File: config.mk
export PLATFORM = sky130hd
export DESIGN_NAME = bg_index_fetch
export DESIGN_NICKNAME = d
export VERILOG_FILES = /design/src/rtl/bg_pkg.sv /design/src/rtl/bg_ctrl_delay.sv /design/src/rtl/bg_index_fetch.sv
export SDC_FILE = /design/constraint.sdc
export NUM_CORES = 1
export LEC_CHECK = 0
export ABC_AREA = 1
export CORE_MARGIN = 10
export CORE_UTILIZATION = 56
export CTS_BUF_LIST = sky130_fd_sc_hd__clkbuf_4
export DETAILED_ROUTE_END_ITERATION = 12
export PLACE_DENSITY = 0.88
export SLEW_MARGIN = 20
export SYNTH_ARGS = -nofsm -noshare
export SYNTH_HDL_FRONTEND = slang
export SYNTH_SLANG_ARGS = --single-unit
File: constraint.sdc
create_clock -name clk -period 8.36 [get_ports clk]
set_clock_uncertainty 0.1 [all_clocks]
set_input_delay 2.508 -clock clk [delete_from_list [all_inputs] [get_ports clk]]
set_output_delay 2.508 -clock clk [all_outputs]
set_load 0.05 [all_outputs]
File: src/rtl/bg_pkg.sv
// Shared definitions for the background index fetch path.
//   pal_idx_t      : palette index type (8-entry palette)
//   SCREEN_W/H     : VGA active area the draw coordinates range over
//   scroll_state_t : scroll commit FSM states
//   ctrl_t         : blank/hsync/vsync bundle carried alongside the pixel pipe
package bg_pkg;

  localparam int PAL_IDX_W = 3;
  localparam int SCREEN_W  = 640;
  localparam int SCREEN_H  = 480;

  typedef logic [PAL_IDX_W-1:0] pal_idx_t;

  typedef enum logic {
    IDLE,
    PENDING
  } scroll_state_t;

  typedef struct packed {
    logic blank;  // 1 = active video
    logic hs;     // active-low
    logic vs;     // active-low
  } ctrl_t;

  // Idle value of the control bundle: blanking, syncs deasserted.
  localparam ctrl_t CTRL_IDLE = '{blank: 1'b0, hs: 1'b1, vs: 1'b1};

endpackage

File: src/rtl/bg_ctrl_delay.sv
// N-stage shift register for the video control bundle.
//   clk, reset_n : pixel clock, async active-low reset
//   d            : control bundle entering the pipe
//   q            : d delayed by N clocks
// Every stage resets to RST_VAL so the outputs show a clean blank/idle-sync
// pattern until real samples have propagated through.
module bg_ctrl_delay #(
  parameter int unsigned      N       = 2,
  parameter int unsigned      W       = 3,
  parameter logic [W-1:0]     RST_VAL = '0
) (
  input  logic         clk,
  input  logic         reset_n,
  input  logic [W-1:0] d,
  output logic [W-1:0] q
);

  logic [W-1:0] stage [N];

  // NOTE: each stage of this small array is reset explicitly; a plain data
  // memory would not need it, but these bits drive sync outputs directly.
  always_ff @(posedge clk or negedge reset_n) begin
    if (!reset_n) begin
      for (int i = 0; i < int'(N); i++) stage[i] <= RST_VAL;
    end else begin
      stage[0] <= d;
      for (int i = 1; i < int'(N); i++) stage[i] <= stage[i-1];
    end
  end

  assign q = stage[N-1];

endmodule

File: src/rtl/bg_index_fetch.sv
// Background palette-index fetch.
// Turns VGA draw coordinates into a background ROM address (with a
// horizontally wrapping scroll offset), then returns the ROM's palette index
// aligned with blank/hs/vs delayed by the same 3 clocks.
//   clk, reset_n         : pixel clock, async active-low reset
//   drawX, drawY         : current screen pixel
//   blank_in/hs_in/vs_in : video controls (blank 1 = active, syncs active-low)
//   scroll_req/load      : scroll request and its capture strobe
//   rom_addr / rom_data  : synchronous ROM port (data valid 1 clk after addr)
//   pal_index            : palette index, 0 during blanking
//   blank/hs/vs_out      : controls aligned with pal_index
//   frame_start          : 1-clk pulse when a pending scroll is committed
module bg_index_fetch
  import bg_pkg::*;
#(
  parameter int IMG_W       = 160,
  parameter int IMG_H       = 120,
  parameter int SCALE_SHIFT = 2,
  parameter int IDX_W       = PAL_IDX_W,
  parameter int ADDR_W      = 15
) (
  input  logic              clk,
  input  logic              reset_n,
  input  logic [9:0]        drawX,
  input  logic [9:0]        drawY,
  input  logic              blank_in,
  input  logic              hs_in,
  input  logic              vs_in,
  input  logic [7:0]        scroll_req,
  input  logic              scroll_load,
  output logic [ADDR_W-1:0] rom_addr,
  input  logic [IDX_W-1:0]  rom_data,
  output logic [IDX_W-1:0]  pal_index,
  output logic              blank_out,
  output logic              hs_out,
  output logic              vs_out,
  output logic              frame_start
);

  localparam logic [10:0]       IMG_W_X = 11'(IMG_W);
  localparam logic [8:0]        IMG_W_S = 9'(IMG_W);
  localparam logic [9:0]        IMG_H_Y = 10'(IMG_H);
  localparam logic [ADDR_W-1:0] IMG_W_A = ADDR_W'(IMG_W);

  scroll_state_t state;
  logic [7:0]    scroll_pend;
  logic [7:0]    scroll_act;
  logic [7:0]    scroll_mod;
  logic          vs_q;
  logic          vs_fall;

  logic [9:0]        col_src;
  logic [10:0]       col_sum;
  logic [10:0]       col;
  logic [9:0]        row_raw;
  logic [9:0]        row;
  logic [ADDR_W-1:0] addr_next;

  ctrl_t ctrl_in;
  ctrl_t ctrl_d2;

  // ---------------- S1: address generation ----------------
  // NOTE: combinational blocks assign every output first so no latch is
  // inferred on any path.
  always_comb begin
    col_src = drawX >> SCALE_SHIFT;
    col_sum = 11'(col_src) + 11'(scroll_act);
    // scroll_act < IMG_W, so one conditional subtract completes the modulo.
    col     = (col_sum >= IMG_W_X) ? (col_sum - IMG_W_X) : col_sum;
    row_raw = drawY >> SCALE_SHIFT;
    // Only reachable with mismatched parameters; keeps the address in-image.
    row     = (row_raw >= IMG_H_Y) ? (IMG_H_Y - 10'd1) : row_raw;
    // Constant multiplier: reduces to shifts and adds.
    addr_next = ADDR_W'(row) * IMG_W_A + ADDR_W'(col);
  end

  // NOTE: sequential state uses non-blocking assignments so every register
  // samples pre-edge values regardless of statement order.
  always_ff @(posedge clk or negedge reset_n) begin
    if (!reset_n) rom_addr <= '0;
    else          rom_addr <= addr_next;
  end

  // ---------------- S1..S2: control bundle delay ----------------
  assign ctrl_in = '{blank: blank_in, hs: hs_in, vs: vs_in};

  bg_ctrl_delay #(
    .N       (2),
    .W       ($bits(ctrl_t)),
    .RST_VAL (CTRL_IDLE)
  ) u_ctrl_delay (
    .clk     (clk),
    .reset_n (reset_n),
    .d       (ctrl_in),
    .q       (ctrl_d2)
  );

  // ---------------- S3: index and aligned controls ----------------
  always_ff @(posedge clk or negedge reset_n) begin
    if (!reset_n) begin
      pal_index <= '0;
      blank_out <= 1'b0;
      hs_out    <= 1'b1;
      vs_out    <= 1'b1;
    end else begin
      pal_index <= ctrl_d2.blank ? rom_data : '0;
      blank_out <= ctrl_d2.blank;
      hs_out    <= ctrl_d2.hs;
      vs_out    <= ctrl_d2.vs;
    end
  end

  // ---------------- Scroll commit FSM ----------------
  // 255 < 2*IMG_W, so a single compare-and-subtract reduces any request.
  assign scroll_mod = ({1'b0, scroll_req} >= IMG_W_S)
                    ? 8'({1'b0, scroll_req} - IMG_W_S)
                    : scroll_req;

  assign vs_fall = vs_q & ~vs_in;

  always_ff @(posedge clk or negedge reset_n) begin
    if (!reset_n) begin
      state       <= IDLE;
      scroll_pend <= '0;
      scroll_act  <= '0;
      vs_q        <= 1'b1;
      frame_start <= 1'b0;
    end else begin
      vs_q        <= vs_in;
      frame_start <= 1'b0;
      case (state)
        IDLE: begin
          if (scroll_load) begin
            scroll_pend <= scroll_mod;
            state       <= PENDING;
          end
        end
        PENDING: begin
          // On a coincident load the old pending value commits while the
          // new one is captured, and the FSM stays armed for it.
          if (vs_fall) begin
            scroll_act  <= scroll_pend;
            frame_start <= 1'b1;
            if (!scroll_load) state <= IDLE;
          end
          if (scroll_load) scroll_pend <= scroll_mod;
        end
        default: state <= IDLE;
      endcase
    end
  end

endmodule

# --- Word level (Yosys, flattened, before mapping) ---
# Index checks and enable logic that the tools add are counted.
totals:
  in_bits: 37
  reg_bits: 46
  latchBits: 0
  n_memories: 0
  rom_bits: 0
  ramBits: 0
  out_inout_bits: 22
  word_cells: 34
classes:
  n_div: 0
  n_reduce_logical: 1
  multipliers: 1
  magnitude_cmp: 3
  n_mux: 10
  n_eq_ne: 0
  shift: 0
  addsub: 4
  bitwise: 3
op_table:
  columns: ["operator", "count"]
  rows:
  - ["$mux 8", 3]
  - ["$add 15x11->15", 1]
  - ["$mux 11", 1]
  - ["$mul 8x3->10 const B", 1]
  - ["$sub 9x8->10 const B", 1]
  - ["$add 8x8->9", 1]
  - ["$ge 9x8->1 const B", 1]
  - ["$ge 8x7->1 const B", 1]
  - ["$ge 8x8->1 const B", 1]
  - ["$sub 8x8->8 const B", 1]
  - ["$mux 1", 4]
  - ["$mux 3", 1]
  - ["$not 1->1", 2]
  - ["$pmux 1 s2", 1]
  - ["$reduce_and 2->1", 1]
  - ["$and 1x1->1", 1]

# --- Longest topological paths before layout ---
# Gate-level depths: netlist (run 1).
depth:
  depth_word: 4
  depth_mapped: 23
  mapped_depth_nobuf: 23

# --- Modules after synthesis ---
# Synthesis (run 1) repeated with hierarchy kept, for this count alone.
unflattened:
  cells_unflattened: 301
  area_unflattened_um2: 2665.1
modules_own_cells:
  columns: ["module", "area_each_um2", "cells_per_inst", "seq_area_each_um2", "n_inst"]
  rows:
  - ["bg_index_fetch", 2487.4, 292, 1004.7, 1]
  - ["bg_ctrl_delay", 177.7, 9, 155.1, 1]

# --- Worst setup path before layout (run 1) ---
# No wires, ideal clock.
synth_path:
  path_type: "input-to-reg"
  startpoint: "input drawX[2]"
  endpoint: "register rom_addr[13]"
  arrival_time_ns: 5.000
  path_buffers: 0
  setup_time_ns: 0.122
  path_stages: 23
  t_required_ns: 8.138
  path_slack_ns: 3.138
  path_cell_list: "ha_1 fa_1 nand2_1 nand2_1 nand3_2 nand2_1 nand2_1 nand2_2 nand2_2 nand2_4 nand3_1 nand2_1 inv_1 ha_1 inv_1 fa_1 o21ai_1 nand2_1 nand2_1 nand2_1 nand2_1 nand2_2 xnor2_2"
synth_between:
  elab_chain_len: 4
  elab_cells_between_ends: 5
  cone_classes: "add/sub: 3; order compare: 1; mux: 1"
synth_rtl:
  columns: ["item", "line", "source"]
  rows:
  - ["start: declaration", "bg_index_fetch.sv:24", "input logic [9:0] drawX,"]
  - ["$add 8x8->9 (*)", "bg_index_fetch.sv:67", "col_sum = 11'(col_src) + 11'(scroll_act);"]
  - ["$sub 9x8->10 / $ge 9x8->1 (equally long branches)", "bg_index_fetch.sv:69", "col = (col_sum >= IMG_W_X) ? (col_sum - IMG_W_X) : col_sum;"]
  - ["$mux 11 (*)", "bg_index_fetch.sv:69", null]
  - ["$add 15x11->15 (*)", "bg_index_fetch.sv:74", "addr_next = ADDR_W'(row) * IMG_W_A + ADDR_W'(col);"]
  - ["named net addr_next[13]", "bg_index_fetch.sv:57", "logic [ADDR_W-1:0] addr_next;"]
  - ["end signal: assignment", "bg_index_fetch.sv:81", "else rom_addr <= addr_next;"]
  - ["end: declaration", "bg_index_fetch.sv:31", "output logic [ADDR_W-1:0] rom_addr,"]
# The timed path passes the listed nets; every way through them passes the cells marked *.
# A chain may end at the register's enable or synchronous reset.

# --- Final worst setup path (run 1) ---
layout_path:
  startpoint: "input drawY[7]"
  endpoint: "register rom_addr[14]"
layout_between:
  elab_chain_len: 4
layout_rtl:
  columns: ["item", "line", "source"]
  rows:
  - ["start: declaration", "bg_index_fetch.sv:25", "input logic [9:0] drawY,"]
  - ["$ge 8x7->1", "bg_index_fetch.sv:72", "row = (row_raw >= IMG_H_Y) ? (IMG_H_Y - 10'd1) : row_raw;"]
  - ["$mux 8 (*)", "bg_index_fetch.sv:72", null]
  - ["$mul 8x3->10 (*)", "bg_index_fetch.sv:74", null]
  - ["$add 15x11->15 (*)", "bg_index_fetch.sv:74", null]
  - ["named net addr_next[14]", "bg_index_fetch.sv:57", null]
# Marks and branches as above.

==> metrics.txt, run 1 <==
# TYPE chip_impl_metric gauge
chip_impl_metric{name="yosys_register_bits",unit=""} 45
chip_impl_metric{name="placed_cells_incl_taps",unit=""} 400
chip_impl_info{name="cts_root_buf",value="sky130_fd_sc_hd__clkbuf_4"} 1
chip_impl_metric{name="timing.hold.ws",unit="ns"} 0.266
chip_impl_metric{name="clock_sink_count",unit=""} 45
chip_impl_info{name="mostFrequentLayoutCells",value="69 x sky130_fd_sc_hd__nand2_1, 53 x sky130_fd_sc_hd__clkdlybuf4s50_1, 47 x sky130_fd_sc_hd__inv_1, 39 x sky130_fd_sc_hd__dfrtp_1, 28 x sky130_fd_sc_hd__ha_1"} 1
chip_impl_metric{name="initial_utilization",unit="%"} 58.9
chip_impl_metric{name="place.gp.congestion",unit=""} 0.841
chip_impl_metric{name="global_route.usage.total",unit="%"} 13.9
chip_impl_metric{name="pre_antenna_drt_iters",unit=""} 4
chip_impl_metric{name="first_pass_grt_wire_length",unit="mm"} 8.69
chip_impl_info{name="cp-startpoint",value="drawY[7]"} 1
chip_impl_metric{name="final_core_util",unit="%"} 74.0
chip_impl_info{name="worst_setup_path_start_kind",value="input port"} 1
chip_impl_metric{name="worst-endpoint-arrival",unit="ns"} 5.75
chip_impl_metric{name="grt_pass1_vias",unit=""} 2102
chip_impl_info{name="timing.setup.critical_path_class",value="input port to register"} 1
chip_impl_metric{name="synth_fp_nets",unit=""} 365
chip_impl_info{name="run_status",value="finished, final reports clean"} 1
chip_impl_metric{name="max-cap-violations",unit=""} 0
chip_impl_metric{name="grt_max_degree",unit=""} 46
chip_impl_metric{name="worstRegToRegCells",unit=""} 23
chip_impl_metric{name="tns",unit="ns"} 0
chip_impl_metric{name="layout.cells.non_filler",unit=""} 408
chip_impl_info{name="worst_hold_startpoint",value="u_ctrl_delay.q[1]$_DFF_PN1_"} 1
chip_impl_metric{name="post_synth_inst_count",unit=""} 297
chip_impl_metric{name="layout.nets",unit=""} 423
chip_impl_metric{name="synth_enable_flop_cells",unit=""} 0
chip_impl_metric{name="dpl_cell_area",unit="µm²"} 3210
chip_impl_metric{name="irDropWorstVdd",unit="µV"} 151
chip_impl_metric{name="total_via_count_after_detailed_routing",unit=""} 2058
chip_impl_metric{name="fin_crit_sh",unit="%"} 66.7
chip_impl_metric{name="power_density",unit="nW/µm²"} 276
chip_impl_metric{name="seqCellArea",unit="µm²"} 1130
chip_impl_metric{name="final-setup-viol-count",unit=""} 0
chip_impl_info{name="grt_setup_unrepaired",value="false"} 1
chip_impl_metric{name="min_delay_path_depth",unit=""} 0
chip_impl_metric{name="fp.dieH",unit="µm"} 88.4
chip_impl_metric{name="detailed_place_hpwl",unit="mm"} 4.39
chip_impl_metric{name="hold_violations",unit=""} 0
chip_impl_metric{name="worst_slew_margin_rel",unit="%"} 38.6
chip_impl_metric{name="synth-async-reset-ratio",unit="%"} 100
chip_impl_metric{name="core.rowCount",unit=""} 24
chip_impl_metric{name="post_route_cells_drive_above_1_share",unit="%"} 10.4
chip_impl_info{name="yosys_most_used_dff",value="sky130_fd_sc_hd__dfrtp_1"} 1
chip_impl_metric{name="synth_area_per_cell",unit="µm²"} 8.82
chip_impl_metric{name="dieArea",unit="µm²"} 7810
chip_impl_metric{name="placement.io_buffers",unit=""} 54
chip_impl_metric{name="yosys_warnings",unit=""} 0
chip_impl_info{name="worstSetupEndpointType",value="register"} 1
chip_impl_metric{name="drc_errors",unit=""} 0
chip_impl_metric{name="antenna_found_initial",unit=""} 0
chip_impl_metric{name="vias_per_cell",unit=""} 5.04
chip_impl_metric{name="synth.yosys.seq_area_share",unit="%"} 43.3
chip_impl_metric{name="area_of_the_multi_input_gates",unit="µm²"} 1280
chip_impl_metric{name="area_delta_synth_final",unit="%"} 25.7
chip_impl_info{name="hold_path.class",value="register to register"} 1
chip_impl_metric{name="dr.first_iter.drc_count",unit=""} 62
chip_impl_metric{name="nFillCells",unit=""} 341
chip_impl_metric{name="critical_path_required",unit="ns"} 8.53
chip_impl_metric{name="cts_htree_levels",unit=""} 2
chip_impl_metric{name="worst_setup_hold_path_clk_slew",unit="ns"} 0.14
chip_impl_metric{name="worst_margin_slew",unit="ns"} 0.922
chip_impl_info{name="cts_tree",value="built"} 1
chip_impl_metric{name="post-route-cell-area",unit="µm²"} 3290
chip_impl_metric{name="min_clock_period_post_route",unit="ns"} 5.58
chip_impl_metric{name="clk_latency",unit="ns"} 0.36
chip_impl_metric{name="achievable-frequency",unit="GHz"} 0.179
chip_impl_metric{name="ctsLongestPathBuffers",unit=""} 2
chip_impl_info{name="crit-reg2reg-launch",value="scroll_act[0]$_DFFE_PN0P_"} 1
chip_impl_metric{name="top_ports",unit=""} 59
chip_impl_metric{name="drv_slew",unit=""} 0
chip_impl_metric{name="totalWireLength",unit="mm"} 5.13
chip_impl_metric{name="global_route.overflow_total",unit=""} 0
chip_impl_info{name="layout.cells.most_common",value="sky130_fd_sc_hd__nand2_1"} 1
chip_impl_metric{name="netlist-cell-type-count",unit=""} 35
chip_impl_metric{name="core_area",unit="µm²"} 4440
chip_impl_metric{name="syn-cell-area",unit="µm²"} 2620
chip_impl_metric{name="critPathMaxFanout",unit=""} 6
chip_impl_metric{name="fp.dieW",unit="µm"} 88.4
chip_impl_metric{name="postRouteAntennaNets",unit=""} 0
chip_impl_metric{name="cts_hold_repair.buffers",unit=""} 0
chip_impl_metric{name="postCtsSetupRepairBufs",unit=""} 0
chip_impl_metric{name="numCtsBuffers",unit=""} 5
chip_impl_metric{name="p_leak",unit="nW"} 1.70
chip_impl_metric{name="diodes",unit=""} 0
chip_impl_metric{name="routedWlPerCell",unit="µm"} 12.6
chip_impl_metric{name="post_cts_resize_count",unit=""} 0
==> registers in the layout, indices dropped and copies added (netlist names) <==
name                flops
u_ctrl_delay.q          3
pal_index               3
blank_out               1
scroll_pend             8
vs_out                  1
scroll_act              8
state                   1
rom_addr               15
u_ctrl_delay.stage      3
hs_out                  1
frame_start             1
==> synth_stat cells (all sizes together), types with 2 or more instances <==
master | n | share of area (%)
nand2 | 78 | 12
inv | 50 | 7.2
dfrtp | 39 | 37
ha | 28 | 13
o21ai | 17 | 3.2
a21oi | 14 | 2.8
nand3 | 12 | 2.5
nor2 | 9 | 1.4
xnor2 | 7 | 2.9
dfstp | 6 | 6.0
or2 | 6 | 1.4
xor2 | 6 | 2.0
nand4 | 5 | 1.2
clkbuf | 3 | 0.43
fa | 3 | 2.3
a31oi | 2 | 0.48
clkinv | 2 | 0.29
o22ai | 2 | 0.48
==> report_power, final <==
group	leakage [nW]	total (mW)	internal, mW	switching [mW]
registers	0.535	0.281	0.266	0.0147
logic	1.12	0.489	0.181	0.308
clock network	0.0448	0.138	0.0641	0.0741
==> routing by layer <==
| metal | global-route usage [%] | vias to the layer above | part of all wire, % |
|---|---|---|---|
| li1 | - | 1055 | - |
| met1 | 13.7 | 947 | 37 |
| met2 | 26.7 | 43 | 55 |
| met3 | 4.23 | 13 | 5.8 |
| met4 | 4.85 | 0 | 1.7 |
| met5 | 0 | - | 0 |
==> logic make-up after synthesis <==
family / synth area share (%)
simple gates: 19.8
buf+inv: 7.88
flops: 43.3
compound gates: 8.27
fa+ha+maj: 15.7
xor+xnor: 4.92
other cells: 0.143
==> cell type report <==
| class | instances | share of cell area [%] |
|---|---|---|
| Multi-Input combinational cell | 197 | 38.9 |
| Clock buffer | 5 | 1.14 |
| Sequential cell | 45 | 34.4 |
| Timing Repair Buffer | 54 | 16.3 |
| Tap cell | 52 | 1.98 |
| Inverter | 52 | 5.93 |
| Clock inverter | 3 | 1.37 |
==> stage by stage <==
stage,setup slack [ns],total power [mW]
finish,2.78,0.908
global route,2.42,0.972
CTS,2.76,0.918
detailed placement,2.36,0.780
global placement,2.49,0.762
floorplan,3.14,0.638
==> path summary, 6_finish.rpt <==
| path | end | slack [ns] |
|---|---|---|
| setup / recovery | rom_addr[14]$_DFF_PN0_ | 2.78 |
| hold / removal | hs_out$_DFF_PN1_ | 0.27 |
| setup reg to reg | rom_addr[13]$_DFF_PN0_ | 4.96 |
| hold reg to reg | hs_out$_DFF_PN1_ | 0.27 |
| max in group asynchronous | rom_addr[5]$_DFF_PN0_ | 5.43 |
| min in group asynchronous | pal_index[0]$_DFF_PN0_ | 2.15 |
==> critical path, cell delays in order <==
cell and delay [ns]:
sky130_fd_sc_hd__clkdlybuf4s50_1 0.43, sky130_fd_sc_hd__nand2_1 0.07, sky130_fd_sc_hd__inv_1 0.04, sky130_fd_sc_hd__a31oi_1 0.16, sky130_fd_sc_hd__inv_1 0.11, sky130_fd_sc_hd__nor2_1 0.23, sky130_fd_sc_hd__inv_1 0.12, sky130_fd_sc_hd__ha_1 0.29
sky130_fd_sc_hd__ha_1 0.18, sky130_fd_sc_hd__inv_1 0.06, sky130_fd_sc_hd__fa_1 0.47, sky130_fd_sc_hd__inv_1 0.04, sky130_fd_sc_hd__ha_1 0.33, sky130_fd_sc_hd__nand2_1 0.07, sky130_fd_sc_hd__inv_1 0.07, sky130_fd_sc_hd__o21ai_0 0.08
sky130_fd_sc_hd__nand3_1 0.13, sky130_fd_sc_hd__nand2_1 0.08, sky130_fd_sc_hd__nand2_1 0.09, sky130_fd_sc_hd__nand3_1 0.09, sky130_fd_sc_hd__nand2_1 0.07, sky130_fd_sc_hd__nand2_1 0.04
No activity file was read; power rests on OpenSTA's default activity.
==> run 2: changes to the inputs <==
- CORE_UTILIZATION: 56 -> 52
- PLACE_DENSITY: 0.88 -> 0.82
- clock period: 8.36 -> 5.3 ns (I/O delays scaled with it)
==> run 2 against run 1 <==
Compared with the run above: highest routed layer unchanged; global-route usage down 1.3 points; worst hold slack got worse by 0.0030 ns; non-clock buffer count unchanged; count of clock-buffer cells in the layout unchanged; via count down 2.3%; register-to-register slack worse by 3.1 ns; sequential cell count did not move; sequential power up 57%; critical path depth rose by 2; first-iteration DRC count up 6.5%; worst setup slack got worse by 2.2 ns; combinational power is 58% higher.
==> metrics.txt, run 2 (synthesis gave the netlist of run 1 again) <==
# TYPE chip_impl_metric gauge
chip_impl_metric{name="place.gp.congestion",unit=""} 0.820
chip_impl_metric{name="irDropWorstVdd",unit="µV"} 217
chip_impl_metric{name="post_cts_resize_count",unit=""} 0
chip_impl_metric{name="global_route.overflow_total",unit=""} 0
chip_impl_info{name="timing.setup.critical_path_class",value="input port to register"} 1
chip_impl_metric{name="register_to_register_path_setup_slack",unit="ns"} 1.88
chip_impl_metric{name="crit_cells",unit=""} 24
chip_impl_metric{name="top_ports",unit=""} 59
chip_impl_info{name="cts_tree",value="built"} 1
chip_impl_info{name="worst_hold_startpoint",value="u_ctrl_delay.stage[5]$_DFF_PN0_"} 1
chip_impl_metric{name="worstRegToRegCells",unit=""} 23
chip_impl_metric{name="routedWlPerCell",unit="µm"} 11.9
chip_impl_info{name="timing.hold.worst_endpoint",value="u_ctrl_delay.q[2]$_DFF_PN0_"} 1
chip_impl_metric{name="post-place-ws",unit="ns"} 0.253
chip_impl_metric{name="tns",unit="ns"} 0
chip_impl_metric{name="placement.io_buffers",unit=""} 54
chip_impl_metric{name="power_density",unit="nW/µm²"} 421
chip_impl_metric{name="fp.dieW",unit="µm"} 91.0
chip_impl_metric{name="detailed_place_hpwl",unit="mm"} 4.19
chip_impl_info{name="run_status",value="finished, final reports clean"} 1
chip_impl_info{name="crit-reg2reg-launch",value="scroll_act[0]$_DFFE_PN0P_"} 1
chip_impl_metric{name="worst_margin_slew",unit="ns"} 0.956
chip_impl_metric{name="clock_sink_count",unit=""} 45
chip_impl_metric{name="cts_htree_levels",unit=""} 2
chip_impl_info{name="largest_register",value="rom_addr"} 1
chip_impl_metric{name="min_clock_period_post_route",unit="ns"} 4.69
chip_impl_metric{name="core.rowCount",unit=""} 25
chip_impl_info{name="critical-path-top-delay-family",value="adder cells"} 1
chip_impl_metric{name="nFillCells",unit=""} 389
chip_impl_metric{name="timing.final.ws_setup",unit="ns"} 0.614
chip_impl_metric{name="clk_latency",unit="ns"} 0.35
chip_impl_metric{name="numCtsBuffers",unit=""} 5
chip_impl_metric{name="critPathMaxFanout",unit=""} 6
chip_impl_metric{name="critical_path_required",unit="ns"} 5.45
chip_impl_metric{name="seqCellArea",unit="µm²"} 1130
chip_impl_metric{name="layout.cells.non_filler",unit=""} 423
chip_impl_metric{name="global_route.usage.total",unit="%"} 12.6
chip_impl_metric{name="pre_antenna_drt_iters",unit=""} 4
chip_impl_metric{name="cts_hold_repair.buffers",unit=""} 0
chip_impl_metric{name="ctsLongestPathBuffers",unit=""} 2
chip_impl_metric{name="first_pass_grt_wire_length",unit="mm"} 8.86
chip_impl_metric{name="total_via_count_after_detailed_routing",unit=""} 2011
chip_impl_metric{name="critical_path_buf_inv_count",unit=""} 3
chip_impl_metric{name="grt_pass1_vias",unit=""} 1999
chip_impl_metric{name="antenna_found_initial",unit=""} 0
chip_impl_metric{name="hold_violations",unit=""} 0
chip_impl_metric{name="diodes",unit=""} 0
chip_impl_metric{name="drc_errors",unit=""} 0
chip_impl_metric{name="worst-endpoint-arrival",unit="ns"} 4.83
chip_impl_metric{name="postCtsSetupRepairBufs",unit=""} 0
chip_impl_metric{name="drv_slew",unit=""} 0
chip_impl_metric{name="placed_cells_incl_taps",unit=""} 415
chip_impl_metric{name="worst_path_largest_cell_delay",unit="ns"} 0.41
chip_impl_metric{name="worst_slew_margin_rel",unit="%"} 36.2
chip_impl_info{name="crit_path_cell_trace",value="clkdlybuf4s50_1, ha_1, fa_1, nand2_1, nand2_1, nand3_2, nand2_1, nand2_1, nand2_2, nand2_2, nand2_4, nand3_1, nand2_1, inv_1, ha_1, inv_1, fa_1, o21ai_1, nand2_1, nand2_1, nand2_1, nand2_1, nand2_2, xnor2_2"} 1
chip_impl_info{name="r2r_end",value="rom_addr[13]$_DFF_PN0_"} 1
chip_impl_metric{name="worst_setup_hold_path_clk_slew",unit="ns"} 0.13
chip_impl_metric{name="vias_per_cell",unit=""} 4.75
chip_impl_metric{name="final-setup-viol-count",unit=""} 0
chip_impl_metric{name="postRouteAntennaNets",unit=""} 0
chip_impl_info{name="grt_setup_unrepaired",value="false"} 1
chip_impl_metric{name="layout.nets",unit=""} 423
chip_impl_metric{name="grt_max_degree",unit=""} 46
chip_impl_info{name="worstSetupEndpointType",value="register"} 1
chip_impl_metric{name="post_route_cells_drive_above_1_share",unit="%"} 10.7
chip_impl_info{name="layout.cells.most_common",value="sky130_fd_sc_hd__nand2_1"} 1
chip_impl_metric{name="largest_register_ff_count",unit=""} 15
chip_impl_metric{name="min_delay_path_depth",unit=""} 0
chip_impl_metric{name="initial_utilization",unit="%"} 54.4
chip_impl_metric{name="p_leak",unit="nW"} 1.69
chip_impl_metric{name="fin_crit_sh",unit="%"} 88.4
chip_impl_info{name="critPathMostFrequentCell",value="sky130_fd_sc_hd__nand2_1"} 1
chip_impl_metric{name="achievable-frequency",unit="GHz"} 0.213
chip_impl_metric{name="core_area",unit="µm²"} 4820
chip_impl_metric{name="dieArea",unit="µm²"} 8270
chip_impl_metric{name="max-cap-violations",unit=""} 0
chip_impl_metric{name="fp.dieH",unit="µm"} 91.0
chip_impl_info{name="timing.critical_path.slowest_stage_cell",value="sky130_fd_sc_hd__clkdlybuf4s50_1"} 1
chip_impl_info{name="hold_path.class",value="register to register"} 1
chip_impl_metric{name="totalWireLength",unit="mm"} 5.05
chip_impl_info{name="reg_top3",value="rom_addr: 15 flops, scroll_act: 8 flops, scroll_pend: 8 flops"} 1
chip_impl_info{name="worst_setup_path_start_kind",value="input port"} 1
chip_impl_metric{name="area_delta_synth_final",unit="%"} 25.5
chip_impl_info{name="cts_root_buf",value="sky130_fd_sc_hd__clkbuf_4"} 1
chip_impl_info{name="mostFrequentLayoutCells",value="69 x sky130_fd_sc_hd__nand2_1, 53 x sky130_fd_sc_hd__clkdlybuf4s50_1, 47 x sky130_fd_sc_hd__inv_1, 39 x sky130_fd_sc_hd__dfrtp_1, 28 x sky130_fd_sc_hd__ha_1"} 1
chip_impl_metric{name="area_of_the_multi_input_gates",unit="µm²"} 1280
chip_impl_metric{name="dr.first_iter.drc_count",unit=""} 66
==> run 2: cell count changes in the layout (fill, tap and decap cells not counted), sizes merged <==
cell      change
bufinv        -1
clkinvlp      +1
==> run 2: layout make-up <==
type | count | area share, %
clock buffers | 5 | 1.14
clock inverters | 3 | 0.647
inverters | 52 | 5.94
multi-input cells | 197 | 38.9
flip-flops and latches | 45 | 34.5
well taps | 67 | 2.55
repair buffers | 54 | 16.3
==> run 2: layer usage <==
metal	track usage, %	share of wire [%]	vias up
met5	0	0	-
met4	2.48	0.87	0
met3	3.70	4.3	4
met2	22.4	49	35
met1	14.6	46	910
li1	-	-	1062
==> run 2: worst max-delay path by stage <==
stage                                         to  startpoint  slack [ns]
after floorplan           rom_addr[13]$_DFF_PN0_    drawX[2]         1.0
after global placement    rom_addr[13]$_DFF_PN0_    drawX[2]        0.32
after detailed placement  rom_addr[13]$_DFF_PN0_    drawX[2]        0.25
after CTS                 rom_addr[13]$_DFF_PN0_    drawX[2]        0.61
after global routing      rom_addr[14]$_DFF_PN0_    drawX[2]        0.27
final                     rom_addr[13]$_DFF_PN0_    drawX[2]        0.61
==> run 2: metrics by stage <==
stage / area (µm²) / power (mW) / utilization [%] / hold slack, ns
6_report: 3290 / 1.38 / 68.2 / 0.263
3_5_place_dp: 3230 / 1.23 / 67.0 / 0.236
2_1_floorplan: 2620 / 1.01 / - / 0.231
4_1_cts: 3290 / 1.40 / 68.2 / 0.266
5_1_grt: 3290 / 1.49 / 68.2 / 0.269
3_3_place_gp: 3230 / 1.20 / 67.0 / 0.235
==> run 2: where the power goes <==
part / leakage [nW] / internal, mW / switching, mW
Sequential: 0.535 / 0.420 / 0.0226
Combinational: 1.12 / 0.285 / 0.487
Clock: 0.0316 / 0.0527 / 0.116
==> run 3: changes to the inputs <==
- CELL_PAD_IN_SITES_DETAIL_PLACEMENT: default -> 1
- CELL_PAD_IN_SITES_GLOBAL_PLACEMENT: default -> 1
- CORE_MARGIN: 10 -> default
- CORE_UTILIZATION: 52 -> 42
- PLACE_DENSITY: 0.82 -> default
- PLACE_DENSITY_LB_ADDON: default -> 0.1
- clock period: 5.3 -> 5.57 ns (I/O delays scaled with it)
==> run 3 against run 2 <==
Compared with the run above: design area up 1.1%; worst setup slack better by 0.15 ns; combinational power down 3.5%; core utilization down 12 points; via count up 3.7%; critical path depth down 2; worst hold slack better by 0.0054 ns; global-route usage up 7.7 points; sequential power down 4%; cell count up 1.9%.
==> metrics.txt, run 3 (synthesis gave the netlist of run 1 again) <==
# TYPE chip_impl_metric gauge
chip_impl_metric{name="global_route.overflow_total",unit=""} 0
chip_impl_metric{name="cts_htree_levels",unit=""} 2
chip_impl_metric{name="max-cap-violations",unit=""} 0
chip_impl_info{name="layout.cells.most_common",value="sky130_fd_sc_hd__nand2_1"} 1
chip_impl_metric{name="post_route_cells_drive_above_1_share",unit="%"} 10.7
chip_impl_metric{name="dieArea",unit="µm²"} 6550
chip_impl_info{name="run_status",value="finished, final reports clean"} 1
chip_impl_metric{name="critical_path_required",unit="ns"} 5.74
chip_impl_metric{name="antenna_found_initial",unit=""} 0
chip_impl_metric{name="diodes",unit=""} 0
chip_impl_metric{name="core.rowCount",unit=""} 28
chip_impl_metric{name="first_pass_grt_wire_length",unit="mm"} 10.0
chip_impl_metric{name="clock_sink_count",unit=""} 45
chip_impl_metric{name="top_ports",unit=""} 59
chip_impl_metric{name="ctsLongestPathBuffers",unit=""} 2
chip_impl_metric{name="drc_errors",unit=""} 0
chip_impl_metric{name="register_to_register_path_setup_slack",unit="ns"} 2.11
chip_impl_metric{name="fp.dieH",unit="µm"} 81.0
chip_impl_metric{name="dpl_cell_area",unit="µm²"} 3240
chip_impl_metric{name="core_area",unit="µm²"} 5960
chip_impl_metric{name="postRouteAntennaNets",unit=""} 0
chip_impl_metric{name="worstRegToRegCells",unit=""} 23
chip_impl_metric{name="critPathMaxFanout",unit=""} 6
chip_impl_info{name="worstSetupEndpointType",value="register"} 1
chip_impl_info{name="reg_top3",value="rom_addr: 15 flops, scroll_act: 8 flops, scroll_pend: 8 flops"} 1
chip_impl_metric{name="p_leak",unit="nW"} 1.70
chip_impl_info{name="cts_root_buf",value="sky130_fd_sc_hd__clkbuf_4"} 1
chip_impl_info{name="worst_setup_path_start_kind",value="input port"} 1
chip_impl_metric{name="grt_pass1_vias",unit=""} 2231
chip_impl_metric{name="place.gp.congestion",unit=""} 0.738
chip_impl_metric{name="total_via_count_after_detailed_routing",unit=""} 2086
chip_impl_info{name="cp-endpoint",value="rom_addr[14]$_DFF_PN0_"} 1
chip_impl_info{name="cp-startpoint",value="drawY[6]"} 1
chip_impl_metric{name="numCtsBuffers",unit=""} 5
chip_impl_info{name="cts_tree",value="built"} 1
chip_impl_info{name="r2r_end",value="rom_addr[13]$_DFF_PN0_"} 1
chip_impl_metric{name="area_delta_synth_final",unit="%"} 26.9
chip_impl_metric{name="tns",unit="ns"} 0
chip_impl_info{name="grt_setup_unrepaired",value="false"} 1
chip_impl_metric{name="worst_slew_margin_rel",unit="%"} 61.3
chip_impl_metric{name="worst_setup_hold_path_clk_slew",unit="ns"} 0.13
chip_impl_metric{name="clk_latency",unit="ns"} 0.37
chip_impl_metric{name="vias_per_cell",unit=""} 4.84
chip_impl_info{name="hold_path.class",value="register to register"} 1
chip_impl_metric{name="pre_antenna_drt_iters",unit=""} 3
chip_impl_info{name="timing.setup.critical_path_class",value="input port to register"} 1
chip_impl_metric{name="largest_register_ff_count",unit=""} 15
chip_impl_metric{name="drv_slew",unit=""} 0
chip_impl_metric{name="grt_max_degree",unit=""} 46
chip_impl_metric{name="initial_utilization",unit="%"} 44.0
chip_impl_info{name="crit-reg2reg-launch",value="scroll_act[0]$_DFFE_PN0P_"} 1
chip_impl_metric{name="global_route.usage.total",unit="%"} 20.2
chip_impl_metric{name="min_clock_period_post_route",unit="ns"} 4.81
chip_impl_metric{name="achievable-frequency",unit="GHz"} 0.208
chip_impl_metric{name="hold_violations",unit=""} 0
chip_impl_metric{name="routedWlPerCell",unit="µm"} 13.6
chip_impl_metric{name="placement.io_buffers",unit=""} 54
chip_impl_metric{name="final-setup-viol-count",unit=""} 0
chip_impl_info{name="mostFrequentLayoutCells",value="69 x sky130_fd_sc_hd__nand2_1, 53 x sky130_fd_sc_hd__clkdlybuf4s50_1, 47 x sky130_fd_sc_hd__inv_1, 39 x sky130_fd_sc_hd__dfrtp_1, 28 x sky130_fd_sc_hd__ha_1"} 1
chip_impl_metric{name="layout.nets",unit=""} 423
chip_impl_metric{name="irDropWorstVdd",unit="µV"} 304
chip_impl_metric{name="post-route-cell-area",unit="µm²"} 3320
chip_impl_info{name="largest_register",value="rom_addr"} 1
chip_impl_metric{name="worst-endpoint-arrival",unit="ns"} 4.98
chip_impl_metric{name="fin_crit_sh",unit="%"} 86.3
chip_impl_metric{name="post_cts_resize_count",unit=""} 0
chip_impl_metric{name="power_density",unit="nW/µm²"} 416
chip_impl_metric{name="totalWireLength",unit="mm"} 5.85
chip_impl_metric{name="cts_hold_repair.buffers",unit=""} 0
chip_impl_metric{name="worst_margin_slew",unit="ns"} 0.581
chip_impl_metric{name="dr.first_iter.drc_count",unit=""} 60
chip_impl_metric{name="total_power_consumption_of_the_routed_design",unit="mW"} 1.38
chip_impl_metric{name="nFillCells",unit=""} 707
chip_impl_metric{name="fp.dieW",unit="µm"} 81.0
chip_impl_metric{name="detailed_place_hpwl",unit="mm"} 4.69
chip_impl_metric{name="postCtsSetupRepairBufs",unit=""} 0
==> run 3: cell count changes in the layout (fill, tap and decap cells not counted), sizes merged <==
cell | previous run | this run
inv | 51 | 50
bufinv | 0 | 1
clkbuf | 5 | 6
clkinvlp | 1 | 0
==> run 3: worst min path at each step <==
| stage | start | endpoint | cells past startpoint |
|---|---|---|---|
| finish | u_ctrl_delay.q[0]$_DFF_PN1_ | vs_out$_DFF_PN1_ | 0 |
| global placement | u_ctrl_delay.stage[5]$_DFF_PN0_ | u_ctrl_delay.q[2]$_DFF_PN0_ | 0 |
| global route | u_ctrl_delay.q[0]$_DFF_PN1_ | vs_out$_DFF_PN1_ | 0 |
| detailed placement | u_ctrl_delay.q[0]$_DFF_PN1_ | vs_out$_DFF_PN1_ | 0 |
| CTS | u_ctrl_delay.q[0]$_DFF_PN1_ | vs_out$_DFF_PN1_ | 0 |
| floorplan | u_ctrl_delay.stage[5]$_DFF_PN0_ | u_ctrl_delay.q[2]$_DFF_PN0_ | 0 |
==> run 3: area by class of cell <==
class | count | area, µm² | area share (%)
clock buffers | 6 | 45.0 | 1.36
flip-flops and latches | 45 | 1130 | 34.1
repair buffers | 54 | 538 | 16.2
clock inverters | 2 | 38.8 | 1.17
multi-input cells | 197 | 1280 | 38.5
well taps | 75 | 93.8 | 2.82
inverters | 52 | 195 | 5.87
==> run 3: stage by stage <==
stage / utilization, % / cells / hold WS, ns / worst slack, ns
detailed placement: 54.3 / 423 / 0.250 / 0.357
global route: 55.8 / 431 / 0.274 / 0.467
CTS: 55.8 / 431 / 0.269 / 0.757
global placement: 54.3 / 423 / 0.235 / 0.460
floorplan: - / 297 / 0.231 / 1.18
finish: 55.8 / 431 / 0.269 / 0.763
==> run 3: worst max-delay path, cell delays in order <==
cell and delay (ns):
sky130_fd_sc_hd__clkdlybuf4s50_1 0.41, sky130_fd_sc_hd__nand2_1 0.07, sky130_fd_sc_hd__inv_1 0.04, sky130_fd_sc_hd__a31oi_1 0.17, sky130_fd_sc_hd__inv_1 0.13, sky130_fd_sc_hd__nor2_1 0.19, sky130_fd_sc_hd__inv_1 0.11, sky130_fd_sc_hd__ha_1 0.28
sky130_fd_sc_hd__ha_1 0.20, sky130_fd_sc_hd__inv_1 0.07, sky130_fd_sc_hd__fa_1 0.47, sky130_fd_sc_hd__inv_1 0.04, sky130_fd_sc_hd__ha_1 0.33, sky130_fd_sc_hd__nand2_1 0.07, sky130_fd_sc_hd__inv_1 0.08, sky130_fd_sc_hd__nand4_1 0.10
sky130_fd_sc_hd__nand3_1 0.14, sky130_fd_sc_hd__nand2_1 0.09, sky130_fd_sc_hd__nand2_1 0.11, sky130_fd_sc_hd__nand3_1 0.09, sky130_fd_sc_hd__nand2_1 0.06, sky130_fd_sc_hd__nand2_1 0.05
==> run 3: power by group <==
group / total [mW] / internal (mW) / leakage, nW / switching, mW
Combinational: 0.745 / 0.273 / 1.12 / 0.472
Clock: 0.213 / 0.101 / 0.0459 / 0.113
Sequential: 0.426 / 0.400 / 0.535 / 0.0257
==> run 3: layer usage <==
layer,wire (µm),track usage [%],up-vias
li1,-,-,1051
met1,2660,25.0,991
met2,2890,35.6,38
met3,251,4.83,6
met4,50,4.29,0
met5,0,0,-
